File: src/rtl/uart_tx_arbiter.sv
// uart_tx_arbiter: round-robin burst arbiter sharing one UART transmitter; define ARB_TAG_EN for a per-grant header byte
module uart_tx_arbiter #(
   parameter int NUM_REQ      = 4,
   parameter int MAX_BURST    = 16,
   parameter int STALL_CYCLES = 64
) (
   input  logic                       clk,
   input  logic                       reset,
   input  logic [NUM_REQ-1:0]         req_valid,
   input  logic [8*NUM_REQ-1:0]       req_data,
   input  logic [NUM_REQ-1:0]         req_last,
   output logic [NUM_REQ-1:0]         req_ready,
   output logic                       tx_valid,
   output logic [7:0]                 tx_data,
   input  logic                       tx_ready,
   output logic [$clog2(NUM_REQ)-1:0] grant_id,
   output logic                       busy
);
   localparam int IW = $clog2(NUM_REQ);
`ifdef ARB_TAG_EN
   typedef enum logic [1:0] {IDLE, TAG, PASS} state_t;
`else
   typedef enum logic [1:0] {IDLE, PASS} state_t;
`endif
   state_t state, state_nxt;
   logic [IW-1:0] grant_nxt, cand;
   logic [7:0] burst_cnt, burst_nxt, stall_cnt, stall_nxt, g_data;
   logic found, g_valid, g_last;
   assign g_valid = req_valid[grant_id];
   assign g_last = req_last[grant_id];
   assign g_data = req_data[8*grant_id +: 8];
   assign busy = state != IDLE;
   // round-robin pick: first requesting index after the last grant, wrapping back to itself
   always_comb begin
      found = 1'b0;
      cand = grant_id;
      grant_nxt = grant_id;
      for (int k = 1; k <= NUM_REQ; k++) begin
         cand = IW'((int'(grant_id) + k) % NUM_REQ);
         if (!found && req_valid[cand]) begin
            found = 1'b1;
            grant_nxt = cand;
         end
      end
   end
   // next state, burst/stall counting and the combinational pass-through to the transmitter
   always_comb begin
      state_nxt = state;
      burst_nxt = burst_cnt;
      stall_nxt = stall_cnt;
      req_ready = '0;
      tx_valid = 1'b0;
      tx_data = 8'h00;
      case (state)
         IDLE: begin
`ifdef ARB_TAG_EN
            if (found) state_nxt = TAG;
`else
            if (found) state_nxt = PASS;
`endif
         end
`ifdef ARB_TAG_EN
         TAG: begin
            tx_valid = 1'b1;
            tx_data = {4'hA, 1'b0, 3'(grant_id)};
            if (tx_ready) state_nxt = PASS;
         end
`endif
         PASS: begin
            tx_valid = g_valid;
            tx_data = g_data;
            req_ready[grant_id] = tx_ready;
            if (g_valid && tx_ready) begin
               burst_nxt = burst_cnt + 8'd1;
               stall_nxt = 8'd0;
               if (g_last || burst_nxt == 8'(MAX_BURST)) state_nxt = IDLE;
            end else if (!g_valid) begin
               stall_nxt = stall_cnt + 8'd1;
               if (stall_nxt == 8'(STALL_CYCLES)) state_nxt = IDLE;
            end
         end
         default: state_nxt = IDLE;
      endcase
      if (state_nxt == IDLE) begin
         burst_nxt = 8'd0;
         stall_nxt = 8'd0;
      end
   end
   // state, grant and counters; reset parks the pointer on the last index so requester 0 wins first
   always_ff @(posedge clk or posedge reset) begin
      if (reset) begin
         state <= IDLE;
         grant_id <= IW'(NUM_REQ - 1);
         burst_cnt <= 8'd0;
         stall_cnt <= 8'd0;
      end else begin
         state <= state_nxt;
         grant_id <= (state == IDLE && found) ? grant_nxt : grant_id;
         burst_cnt <= burst_nxt;
         stall_cnt <= stall_nxt;
      end
   end
endmodule
File: config.mk
export PLATFORM = sky130hd
export DESIGN_NAME = uart_tx_arbiter
export DESIGN_NICKNAME = d
export VERILOG_FILES = /design/src/rtl/uart_tx_arbiter.sv
export SDC_FILE = /design/constraint.sdc
export NUM_CORES = 1
export LEC_CHECK = 0
export CORE_MARGIN = 4
export CORE_UTILIZATION = 47
export DETAILED_ROUTE_END_ITERATION = 7
export PLACE_DENSITY = 0.81
export SLEW_MARGIN = 20
export SYNTH_ARGS = -nofsm -noshare
export SYNTH_HDL_FRONTEND = slang
export SYNTH_SLANG_ARGS = --single-unit
File: constraint.sdc
create_clock -name clk -period 3 [get_ports clk]
set_input_delay 0.3 -clock clk [delete_from_list [all_inputs] [get_ports clk]]
set_output_delay 0.3 -clock clk [all_outputs]
set_load 0.05 [all_outputs]
-- Word-level counts from Yosys, hierarchy flattened
Index checks and enable logic that the tools add are counted.
- add/subtract/negate cells: 6
- magnitude comparators: 6
- eq/ne operators: 4
- shift operators: 1
- multiplexer cells: 38
- bitwise operators: 1
- reduce and logical (&&, ||, !) cells: 19
- operators by type and width (operator ; number):
    two-way mux 8 bit ; 8
    variable part select 32 x 6 -> 8 bit ; 1
    two-way mux 2 bit ; 9
    adder 8 x 1 -> 8 bit, second input constant ; 2
    less-than comparator 2 x 3 -> 1 bit, second input constant ; 5
    binary-select mux 1 bit (select 2 bit) ; 6
    two-way mux 1 bit ; 12
    == test 8 x 5 -> 1 bit, second input constant ; 1
    == test 8 x 7 -> 1 bit, second input constant ; 1
    logical AND 1 bit ; 6
    AND reduction 2 bit ; 3
    nonzero test 2 bit ; 3
    adder 2 x 1 -> 2 bit, second input constant ; 2
    adder 2 bit, second input constant ; 2
    AND 4 bit ; 1
    zero test 2 bit ; 2
    two-way mux 4 bit ; 1
    one-hot mux 2 bit (2 select lines) ; 1
    nonzero test 4 bit ; 1
    zero test 1 bit ; 3
    inequality test 3 x 1 -> 1 bit, second input constant ; 1
    demux 1 bit (select 2 bit) ; 1
    == test 2 x 1 -> 1 bit, second input constant ; 1
    greater-or-equal comparator 2 x 1 -> 1 bit, second input constant ; 1
    logical OR 1 bit ; 1
- bits in registers: 20
- input bits: 43
- output and inout port bits: 16
- word-level logic and storage cells: 79

-- Depth between registers and ports, before layout
- depth in word-level cells: 18
- mapped depth: 8
- gate-level depth less buffers: 6

-- Worst setup path after synthesis
OpenSTA, ideal clock, no wires.
- path kind: reg2reg
- start: register grant_id[0]
- end: register burst_cnt[3]
- library setup time: 145 ps
- arrival time: 2155 ps
- required time: 2855 ps
- setup slack: 700 ps
- stages on the path, launching flop included: 8
- path buffers: 3
- period minus slack after synthesis: 2300 ps
- path through: dfstp_2 -> buf_6 -> mux4_2 -> a211oi_1 -> a31o_1 -> buf_4 -> buf_8 -> a211oi_2
- longest elaborated chain between the ends: 18
- elaborated cells between the ends (all ways): 38
- classes of those cells: add/sub: 4; mux: 22; reduce/logical: 12
- RTL lines (item ; RTL line ; RTL):
    start: declaration ; 16 ; output logic [$clog2(NUM_REQ)-1:0] grant_id,
    start signal: assignment ; 93 ; grant_id <= IW'(NUM_REQ - 1);
    start signal: assignment ; 98 ; grant_id <= (state == IDLE && found) ? grant_nxt : grant_id;
    adder 2 x 1 -> 2 bit ; 39 ; cand = IW'((int'(grant_id) + k) % NUM_REQ);
    binary-select mux 1 bit (select 2 bit) ; 40 ; if (!found && req_valid[cand]) begin
    two-way mux 1 bit (implied by the code) ; 40 ;
    two-way mux 1 bit ; 40 ;
    zero test 1 bit ; 40 ;
    logical AND 1 bit ; 40 ;
    two-way mux 1 bit ; 40 ;
    zero test 1 bit ; 40 ;
    [2 not listed] ; -- ;
    zero test 1 bit ; 40 ;
    logical AND 1 bit ; 40 ;
    two-way mux 1 bit ; 40 ;
    two-way mux 2 bit ; 59 ; if (found) state_nxt = PASS;
    one-hot mux 2 bit (2 select lines) ; 54 ; case (state)
    zero test 2 bit ; 84 ; if (state_nxt == IDLE) begin
    nonzero test 2 bit (no source line) ; -- ;
    AND reduction 2 bit (no source line) ; -- ;
    end signal: assignment ; 99 ; burst_cnt <= burst_nxt;
    end: declaration ; 27 ; logic [7:0] burst_cnt, burst_nxt, stall_cnt, stall_nxt, g_data;
Several ways; a longest one is shown, not always the timed one. The select of a mux whose other input is x is not followed.
A chain may end at the register's enable or synchronous reset.

-- Worst setup path in the final report
- start: register grant_id[0]
- end: output tx_data[2]
- longest elaborated chain between the ends: 2
- RTL lines (item ; RTL line ; RTL):
    variable part select 32 x 6 -> 8 bit ; 31 ; assign g_data = req_data[8*grant_id +: 8];
    two-way mux 8 bit ; 54 ;
    end: declaration ; 14 ; output logic [7:0] tx_data,
Every way passes these cells.

==> flow_summary.toml <==
[synthesis]
synth_top_area_cell = "dfrtp_1"
synthFlopType = "dfrtp_1"
synth-async-reset-ratio_pct = 100
synth_xor_area_share_pct = 4.26
synth_top_family_by_area = "simple AND/OR/NAND/NOR gates"
ys_ff_latch = 20
synth_mux_area_share_pct = 15.7
synth_compound_area_share_pct = 19.2
synth_edf_count = 0
yosys.area_share.simple_pct = 23.1
synth_area_per_cell_sq_um = 10.1
ys_seq_area_share_pct = 27.2
synth_top_area_share_pct = 24.3
yosys_warnings = 0
syn_area_sq_mm = 0.00185
ys_top_cells_by_area = "dfrtp_1, mux4_2, a211oi_1, ha_1, a211oi_2"
ys_types = 49
syn-instance-count = 183
synthAdderAreaFrac_pct = 4.06
synth_fp_nets = 232

[sta]
rsz0062_at_grt = "false"
tns_ns = 0
slew_headroom_pct = 48.8
holdWs_ns = 0.474
slew_violations = 0
finClkSkew_ns = 0.00606
worstMarginPinSlew_ns = 0.768
fin_crit_ns = 2.77
setup_viol = 0
max_freq_mhz = 361
hold_viol_final = 0
timing.final.crit_share_pct = 92.4

[floorplanning]
start_util_pct = 49.4
core_region_area_sq_mm = 0.00374
die_x_um = 70.7
num_io_pins = 59
rows = 22
dieArea_sq_mm = 0.00500
dieHeight_um = 70.7

[pwr]
switching_share_pct = 44.9
power_mw = 1.58
clock_power_share_pct = 12.8
leakage_nw = 0.938
pwr-share-seq_pct = 27.2
peakVddDrop_mv = 0.625
p_int_uw = 873
switchingPower_uw = 711
p_per_area_mw_per_mm2 = 634
pwr-share-comb_pct = 60.0

[setup_path]
cp_cell_sequence = "mux4_2, and2_1, clkdlybuf4s50_1"
worstPathArrival_ns = 2.47
cp_slowest_stage_delay_ns = 0.79
critical_path_buf_inv_count = 1
cp-start-kind = "register"
path_delay_family = "flip-flops"
end_kind = "primary output"
timing.rr.start = "grant_id[0]$_DFFE_PP1P_"
r2r_end = "stall_cnt[2]$_DFFE_PP0P_"
ff2ff_path_depth = 6
r2r_slack_ns = 0.48
crit_fanout = 18
critical_path_class = "reg -> out"
crit_slowest_cell = "dfstp_4"
required_ns = 2.70

[route]
vias_per_cell = 5.68
dr.pass1.iters = 4
post_drt_wl_per_cell_um = 15.8
drtAntennaViolNets = 0
remaining_drc_errors = 0
drtIter0Drc = 76
vias = 1636
wl_um = 4550

[layout]
multiInputGateArea_sq_mm = 0.00123
fin_nets = 290
nFillCells = 313
final_core_util_pct = 66.8
drive_gt1_share_pct = 17.5
antenna_cells = 0
area_growth_pct = 35.1
final-seq-area_sq_um = 507

[outcome]
status = "finished, final reports clean"

[cts]
clock_sinks = 20
clkTransAtPathRegs_ns = 0.07
post-cts-setup-buffer-count = 0
cts_inserted_buffers = 3
clockBufferDepth = 2
ctsHtreeMaxLevel = 1
clock_latency_ns = 0.26
cts_tree = "yes"
clock-root-buffer = "clkbuf_8"

[grt]
grt_max_degree = 22
grt_pass1_wl_um = 7580
global_route.usage.total_pct = 18.4
grt_pass1_vias = 1594
grt.overflow.total = 0
antenna_found_initial = 0

[placement]
dpl.hpwl_um = 3590
portBuffers = 58
routabilityCongestion = 0.840

[hold_path]
worstHoldPathType = "in -> async"

[flow_run]
cap_violations = 0
-- logic make-up (layout without fill, tap and decap cells) --
kind of cell	Yosys count	count (layout)
muxes	15	15
adders and majority gates	6	6
and+or+nand+nor	71	71
buffers and inverters	17	74
other	1	1
AOI/OAI and AO/OA	44	44
DFF	20	20
xor gates and xnor gates	9	9
-- flip-flops by register name, indices dropped and copies added, names as in the netlist --
signal / cells
burst_cnt: 8
grant_id: 2
stall_cnt: 8
state: 2
-- synth_stat cells, drive strengths merged (2+ instances only) --
cell type   n
dfrtp      18
a211oi     15
nand2      12
mux4       11
and2       10
o21ai      10
and3        9
buf         9
nor2        9
a21oi       8
nand3       7
ha          6
inv         6
nor3        6
xor2        5
nand2b      4
nand4       4
xnor2       4
nor3b       3
a2111oi     2
a221oi      2
clkbuf      2
dfstp       2
mux2        2
mux2i       2
o22ai       2
or3         2
-- placed cells by master (no fill, tap or decap), types with 2 or more instances in the layout --
cell | synthesis | layout
nor2_1 | 9 | 9
mux2_2 | 2 | 2
a21oi_1 | 8 | 8
a211oi_2 | 5 | 5
clkdlybuf4s50_1 | 0 | 58
nand3_1 | 7 | 7
nor3b_1 | 2 | 2
nand4_1 | 4 | 4
buf_4 | 3 | 6
nand2_1 | 12 | 12
mux4_2 | 11 | 11
a211oi_1 | 10 | 10
a2111oi_2 | 2 | 2
and2_1 | 10 | 10
o22ai_1 | 2 | 2
inv_1 | 6 | 6
nor3_1 | 5 | 5
and3_4 | 2 | 2
or3_1 | 2 | 2
dfrtp_1 | 18 | 18
clkbuf_8 | 0 | 4
xnor2_1 | 4 | 4
xor2_1 | 5 | 5
nand2b_1 | 3 | 3
and3_1 | 7 | 7
ha_1 | 6 | 6
o21ai_0 | 8 | 8
mux2i_1 | 2 | 2
-- routing by layer --
layer	vias up	GRT usage (%)	wire, um
met5	-	0	0
met2	16	30.2	2380
met4	0	4.38	80
met1	799	25.3	2000
met3	11	3.27	89
li1	810	-	-
-- what timing repair did --
item | CTS | global route
hold buffers | 0 | 0
resized for setup | 0 | 1
setup endpoints to repair | 0 | 1
-- power by group through the flow --
| stage | clock, mW | combinational [mW] | sequential [mW] |
|---|---|---|---|
| after floorplan | 0 | 0.760 | 0.391 |
| after global routing | 0.221 | 1.01 | 0.452 |
| final | 0.203 | 0.950 | 0.431 |
| after CTS | 0.206 | 0.956 | 0.430 |
| after global placement | 0 | 0.934 | 0.433 |
| after detailed placement | 0 | 0.951 | 0.436 |
-- worst max-delay path by stage --
stage / to / start / depth (start not counted) / slack (ns)
global placement: tx_valid / grant_id[0]$_DFFE_PP1P_ / 3 / 0.40
CTS: tx_data[2] / grant_id[0]$_DFFE_PP1P_ / 3 / 0.09
global route: tx_valid / grant_id[0]$_DFFE_PP1P_ / 3 / 0.12
floorplan: burst_cnt[3]$_DFFE_PP0P_ / grant_id[0]$_DFFE_PP1P_ / 7 / 0.70
detailed placement: tx_data[2] / grant_id[0]$_DFFE_PP1P_ / 3 / 0.38
finish: tx_data[2] / grant_id[0]$_DFFE_PP1P_ / 3 / 0.23
-- final cells by class --
cell class	instances	area share [%]
Clock buffer	4	2.20
Inverter	6	0.901
Multi-Input combinational cell	146	49.2
Sequential cell	20	20.3
Tap cell	48	2.40
Timing Repair Buffer	64	25.0
-- metrics by stage --
step	setup slack, ns	area [sq um]	cells
2_1_floorplan	0.700	1850	183
3_3_place_gp	0.396	2440	284
3_5_place_dp	0.382	2440	284
4_1_cts	0.0934	2500	288
5_1_grt	0.125	2500	288
6_report	0.227	2500	288
Power figures use the tool's default switching activity.
